File: src/rtl/lc3b_types.sv
// Shared LC-3b datapath types: memory word, byte-enable mask, arbiter state
// and the request payload latched by the memory port arbiter.
package lc3b_types;

  localparam int unsigned WORD_W = 16;
  localparam int unsigned MASK_W = 2;

  typedef logic [WORD_W-1:0] lc3b_word;
  typedef logic [MASK_W-1:0] lc3b_mem_mask;

  typedef enum logic [1:0] {
    IDLE   = 2'd0,
    BUSY_A = 2'd1,
    BUSY_B = 2'd2,
    DONE   = 2'd3
  } arb_state_t;

  typedef struct packed {
    logic         write;
    lc3b_word     addr;
    lc3b_word     wdata;
    lc3b_mem_mask wmask;
  } mem_req_t;

endpackage

File: src/rtl/mem_port_arbiter.sv
// Serialises the instruction (A) and data (B) memory ports onto one physical
// memory interface; B has priority, a starvation counter guarantees A progress.
module mem_port_arbiter
  import lc3b_types::*;
#(
  parameter int unsigned STARVE_LIMIT = 4
) (
  input  logic        clk,
  input  logic        rst_n,
  input  logic        mem_read_a,
  input  logic        mem_write_a,
  input  logic [15:0] mem_address_a,
  input  logic [15:0] mem_wdata_a,
  input  logic [1:0]  mem_wmask_a,
  output logic        mem_resp_a,
  output logic [15:0] mem_rdata_a,
  input  logic        mem_read_b,
  input  logic        mem_write_b,
  input  logic [15:0] mem_address_b,
  input  logic [15:0] mem_wdata_b,
  input  logic [1:0]  mem_wmask_b,
  output logic        mem_resp_b,
  output logic [15:0] mem_rdata_b,
  output logic        pmem_read,
  output logic        pmem_write,
  output logic [15:0] pmem_address,
  output logic [15:0] pmem_wdata,
  output logic [1:0]  pmem_wmask,
  input  logic        pmem_resp,
  input  logic [15:0] pmem_rdata
);

  localparam int unsigned CNT_W = 4;
  localparam logic [CNT_W-1:0] CNT_MAX   = '1;
  localparam logic [CNT_W-1:0] CNT_LIMIT = CNT_W'(STARVE_LIMIT);

  arb_state_t       state;
  logic [CNT_W-1:0] starve_cnt;

  mem_req_t req_a_c;
  mem_req_t req_b_c;
  mem_req_t grant_req_c;
  logic     pend_a_c;
  logic     pend_b_c;
  logic     grant_a_c;

  // Arbitration on the current cycle's requests; read+write together is a write.
  always_comb begin
    req_a_c       = '0;
    req_b_c       = '0;
    req_a_c.write = mem_write_a;
    req_a_c.addr  = mem_address_a;
    req_a_c.wdata = mem_wdata_a;
    req_a_c.wmask = mem_wmask_a;
    req_b_c.write = mem_write_b;
    req_b_c.addr  = mem_address_b;
    req_b_c.wdata = mem_wdata_b;
    req_b_c.wmask = mem_wmask_b;
    pend_a_c      = mem_read_a | mem_write_a;
    pend_b_c      = mem_read_b | mem_write_b;
    grant_a_c     = pend_a_c && (!pend_b_c || (starve_cnt >= CNT_LIMIT));
    grant_req_c   = grant_a_c ? req_a_c : req_b_c;
  end

  // Transaction FSM; the pmem_* registers double as the latched request copy.
  always_ff @(posedge clk) begin
    if (!rst_n) begin
      state        <= IDLE;
      starve_cnt   <= '0;
      mem_resp_a   <= 1'b0;
      mem_resp_b   <= 1'b0;
      mem_rdata_a  <= '0;
      mem_rdata_b  <= '0;
      pmem_read    <= 1'b0;
      pmem_write   <= 1'b0;
      pmem_address <= '0;
      pmem_wdata   <= '0;
      pmem_wmask   <= '0;
    end else begin
      case (state)
        IDLE: begin
          if (pend_a_c || pend_b_c) begin
            pmem_address <= grant_req_c.addr;
            pmem_wdata   <= grant_req_c.wdata;
            pmem_wmask   <= grant_req_c.wmask;
            pmem_write   <= grant_req_c.write;
            pmem_read    <= !grant_req_c.write;
            state        <= grant_a_c ? BUSY_A : BUSY_B;
            if (grant_a_c) begin
              starve_cnt <= '0;
            end else if (pend_a_c && (starve_cnt != CNT_MAX)) begin
              starve_cnt <= starve_cnt + CNT_W'(1);
            end
          end
        end
        BUSY_A, BUSY_B: begin
          if (pmem_resp) begin
            pmem_read  <= 1'b0;
            pmem_write <= 1'b0;
            state      <= DONE;
            if (state == BUSY_A) begin
              mem_resp_a <= 1'b1;
              if (!pmem_write) mem_rdata_a <= pmem_rdata;
            end else begin
              mem_resp_b <= 1'b1;
              if (!pmem_write) mem_rdata_b <= pmem_rdata;
            end
          end
        end
        DONE: begin
          mem_resp_a <= 1'b0;
          mem_resp_b <= 1'b0;
          state      <= IDLE;
        end
        default: state <= IDLE;
      endcase
    end
  end

endmodule

File: config.mk
export PLATFORM = sky130hd
export DESIGN_NAME = mem_port_arbiter
export DESIGN_NICKNAME = d
export VERILOG_FILES = /design/src/rtl/lc3b_types.sv /design/src/rtl/mem_port_arbiter.sv
export SDC_FILE = /design/constraint.sdc
export NUM_CORES = 1
export LEC_CHECK = 0
export ABC_AREA = 1
export CORE_MARGIN = 10
export CORE_UTILIZATION = 42
export CTS_CLUSTER_DIAMETER = 30
export DETAILED_ROUTE_END_ITERATION = 10
export PLACE_DENSITY_LB_ADDON = 0.25
export SLEW_MARGIN = 30
export SYNTH_ARGS = -nofsm -noshare
export SYNTH_HDL_FRONTEND = slang
export SYNTH_SLANG_ARGS = --single-unit
File: constraint.sdc
create_clock -name clk -period 1.7 [get_ports clk]
set_input_delay 0.34 -clock clk [delete_from_list [all_inputs] [get_ports clk]]
set_output_delay 0.34 -clock clk [all_outputs]
set_load 0.005 [all_outputs]
# After elaboration in Yosys (flattened, before gate mapping)
# Index checks and enable logic that the tools add are counted.
dict set report op_classes {
  add_sub_neg 1
  order_cmp 1
  eq_ne 8
  mux 18
  bitwise 4
  n_reduce_logical 19
}
# op n
set ops {}
lappend ops {{two-way mux 35 bit} 1}
lappend ops {{AND reduction 3 bit} 4}
lappend ops {{two-way mux 4 bit} 2}
lappend ops {{!= test 2 bit (second input constant)} 4}
lappend ops {{case mux 1 bit (2 select lines)} 4}
lappend ops {{AND reduction 4 bit} 2}
lappend ops {{two-way mux 1 bit} 7}
lappend ops {{two-way mux 2 bit} 3}
lappend ops {{case mux 2 bit (3 select lines)} 1}
lappend ops {{nonzero test 2 bit} 3}
lappend ops {{adder 4 x 1 -> 4 bit (second input constant)} 1}
lappend ops {{equality test 2 bit (second input constant)} 2}
lappend ops {{greater-or-equal comparator 4 x 3 -> 1 bit (second input constant)} 1}
lappend ops {{!= test 4 bit (second input constant)} 1}
lappend ops {{AND reduction 2 bit} 2}
lappend ops {{equality test 2 x 1 -> 1 bit (second input constant)} 1}
lappend ops {{logical AND 1 bit} 2}
lappend ops {{zero test 1 bit} 2}
lappend ops {{zero test 2 bit} 1}
lappend ops {{logical OR 1 bit} 2}
lappend ops {{inverter 1 bit} 2}
lappend ops {{OR 1 bit} 2}
lappend ops {{OR reduction 2 bit} 1}
dict set report totals {
  regBits 76
  in_bits 91
  output_inout_bits 70
  wordCells 62
}

# Logic depth before layout (Yosys ltp)
dict set report depth {
  ltp_word 8
  ltp_mapped 9
  ltp_nobuf 8
}

# Worst setup path after synthesis
# Ideal clock, no wire load.
dict set report synth_timing {
  kind {reg-to-reg}
  from {register state[0]}
  to {register mem_rdata_b[10]}
  setup_ns 0.113
  arrival_ns 1.436
  required_time_ns 1.587
  path_slack_ns 0.151
  stages_incl_launch_ff 9
  n_path_buf 1
  period_less_slack_ns 1.549
  cell_sequence {dfxtp_1 -> inv_1 -> ha_1 -> nand2_2 -> nor3_4 -> inv_4 -> buf_6 -> nor2_2 -> nor2_1}
}
dict set report synth_between {
  elab_chain_cells 3
  elab_cells_between_ends 5
  classes_between {2 x eq/ne; 1 x bitwise; 2 x reduce/logical}
}
# item line
set synth_lines {}
lappend synth_lines {{from (decl)} mem_port_arbiter.sv:37} ;# arb_state_t state;
lappend synth_lines {{from (signal assigned)} mem_port_arbiter.sv:88} ;# state <= grant_a_c ? BUSY_A : BUSY_B;
lappend synth_lines {{equality test 2 x 1 -> 1 bit or equality test 2 bit (tied branches)} {mem_port_arbiter.sv:80, mem_port_arbiter.sv:101}}
lappend synth_lines {{OR reduction 2 bit or inverter 1 bit (tied branches)} n/a}
lappend synth_lines {{AND reduction 4 bit (no line) (*)} n/a}
lappend synth_lines {{to (signal assigned)} mem_port_arbiter.sv:106} ;# if (!pmem_write) mem_rdata_b <= pmem_rdata;
lappend synth_lines {{to (decl)} mem_port_arbiter.sv:23} ;# output logic [15:0] mem_rdata_b,
# Every way passes the cells marked *; elsewhere a longest branch is shown, timed or not.
# A chain may end at the register's enable or synchronous reset.

# Final worst setup path
dict set report layout_timing {
  from {register pmem_write}
  to {output port pmem_write}
}
# item line
set layout_rtl {}
lappend layout_rtl {{from (decl)} mem_port_arbiter.sv:25} ;# output logic pmem_write,
lappend layout_rtl {{from (signal assigned)} mem_port_arbiter.sv:86} ;# pmem_write <= grant_req_c.write;
# No word-level cell between the ends.

==> results.md <==
* Status: completed
* Seq/Total Area, Yosys at 43.2%
* Hold-fix buffers, CTS at 0
* Worst-margin pin slew at 0.318 ns
* Hold path startpoint: starve_cnt[3]
* Clock sinks at 76
* Die height at 112 um
* Core Area at 8180 um^2
* First-pass GRT wire length at 17500 um
* R2R cell count at 7
* WHS at 0.443 ns
* Worst endpoint data arrival time at 1.27 ns
* Initial antenna violation count at 0
* Crit path cell chain: clkdlybuf4s50_1
* Post-Route WL at 11100 um
* Placed insts at 771
* CTS buffer count at 9
* DR pass1 iterations at 5
* Fmax at 621 MHz
* Reg2reg end: mem_rdata_b[3]
* DR vias/cell at 4.78
* CTS Buffer Depth at 2
* GRT Total Usage at 16.7%
* H-Tree Depth at 3
* Post-CTS setup buffer count at 0
* Fin crit period at 1.61 ns
* CP bufs+invs at 1
* Most frequent cells in the layout: clkdlybuf4s50_1 (160), nand2_1 (104), nor2_1 (97), nand3_1 (90), dfxtp_1 (75)
* Via count at 3763
* Leak at 2.53 nW
* Setup Skew at 0.0134 ns
* Reg2Reg Setup Slack at 0.14 ns
* Slowest stage delay, CP at 0.53 ns
* Critical path required time at 1.36 ns
* Final #Nets at 773
* Die width at 112 um
* Max Transition Viols Final at 0
* Power per cell area at 1360 nW/um^2
* Critical path class: flop to output pin
* N_diodes at 0
* Fin crit share at 94.7%
* DRT antenna net count at 0
* Die area at 12500 um^2
* Port Buf Inserts at 160
* Fin worst setup slack at 0.0893 ns
* Crit-path leading delay family: buffers and inverters
* Post-DR wirelength/cell at 14.1 um
* Synth Net Count at 611
* Number of global-route vias before repair at 3620
* Relative max-transition margin at 78.7%
* RR Startpoint: state[1]
* Syn. warnings at 0
* Grt ovf at 0
* Max IR drop VDD at 0.601 mV
* Finished Core Util at 68.1%
* CTS tree: built
* Mean Syn Cell Area at 6.85 um^2
* Initial Util at 43.1%
* Clock latency at the later pin of the worst-skew pair at 0.33 ns
* Synthesized instance count at 515
* Placer Congestion at 0.780
* Critical path peak fanout at 4
* DP Wirelength at 8610 um
* Post-Syn Area at 3530 um^2
* Share of post-route cells with drive strength above 1 at 9.09%
* Row Count at 33
* Pin count of the biggest net entering global routing at 37
* Number of synthesized register bits at 76
* Startpoint Class: flop
* Max_cap viols at 0
* Pre-CTS setup slack at -0.0201 ns
* Ports at 161
* RSZ-0062 raised after global routing: false
* Distinct cell type count of the synthesized netlist at 23
* Fin. Hold Viols at 0
* DRC viols at 0
* Hold path cells at 2
* Area delta synth->final at 57.9%
* DR iter-0 viols at 163
* Post-route non-filler standard cell count at 787
* Clock slew at reported path FFs at 0.08 ns
* Hold WC Path Type: flop to flop
* Clock Tree Root: clkbuf_8
* Final setup fails at 0
* Setup crit end kind: output pin
* Commonest non-fill, non-tap cell in the layout: clkdlybuf4s50_1
* Slowest CP cell: clkdlybuf4s50_1
* WHS Endpoint: starve_cnt[3]
* Overall Power at 0.00757 W
==> registers in the layout, indices dropped and copies added, names as in the netlist <==
signal        cells
mem_rdata_b      16
starve_cnt        4
pmem_write        1
state             2
pmem_address     16
pmem_wmask        2
pmem_read         1
mem_resp_a        1
mem_resp_b        1
pmem_wdata       16
mem_rdata_a      16
==> through the flow <==
stage	cell area (um^2)	setup TNS [ns]
floorplan	3530	0
global placement	5340	0
detailed placement	5340	-0.0271
CTS	5560	0
global route	5570	0
finish	5570	0
==> where the power goes <==
group / switching, W / internal [W]
registers: 0.000283 / 0.00231
logic: 0.00169 / 0.00182
clock network: 0.000627 / 0.000837
==> layer usage <==
layer,GRT usage [%],share of wire [%]
met5,0,0
met4,6.17,1.5
met3,7.68,10
met2,27.3,47
met1,18.7,42
==> cells by family after synthesis <==
family                     count (synthesis)  share of synthesized area (%)
AOI/OAI and AO/OA                         45                           6.60
adders and majority gates                  5                           1.77
buffers and inverters                     81                           10.6
DFF                                       76                           43.2
and+or+nand+nor                          308                           37.9
==> synth_stat cells (all sizes together) <==
library cell | count | area [um^2]
a21oi | 24 | 120
a31o | 1 | 8.76
buf | 24 | 156
clkbuf | 6 | 22.5
dfxtp | 76 | 1520
ha | 5 | 62.6
inv | 51 | 194
nand2 | 108 | 420
nand3 | 90 | 450
nor2 | 109 | 449
nor3 | 1 | 16.3
o21ai | 20 | 104
==> final cells by class <==
type,count,area (um^2)
repair buffers,181,1860
inverters,51,194
flip-flops and latches,76,1520
multi-input cells,358,1630
well taps,105,131
clock inverters,3,42.5
clock buffers,13,179
fillers,694,2610
==> repair_timing <==
action	4_1_cts	5_1_grt
endpoints found under the hold margin	0	0
gates cloned	0	0
gates resized for setup	1	2
setup endpoints to repair	1	6
==> how the worst max path moves through the flow <==
| stage | startpoint | to | slack (ns) | cells after the start |
|---|---|---|---|---|
| after floorplan | state[0] | mem_rdata_b[10] | 0.15 | 8 |
| after global placement | mem_write_a | pmem_address[8] | 0.04 | 9 |
| after detailed placement | mem_read_a | pmem_wdata[2] | -0.02 | 10 |
| after CTS | pmem_write | pmem_write | 0.07 | 1 |
| after global routing | state[1] | mem_rdata_b[4] | 0.005 | 7 |
| final | pmem_write | pmem_write | 0.09 | 1 |
==> worst min-delay path: stages (launching register included) <==
cell and delay (ns):
dfxtp_1 0.32, nand2_1 0.06, nor2_1 0.03
(Power assumes the default switching activity.)
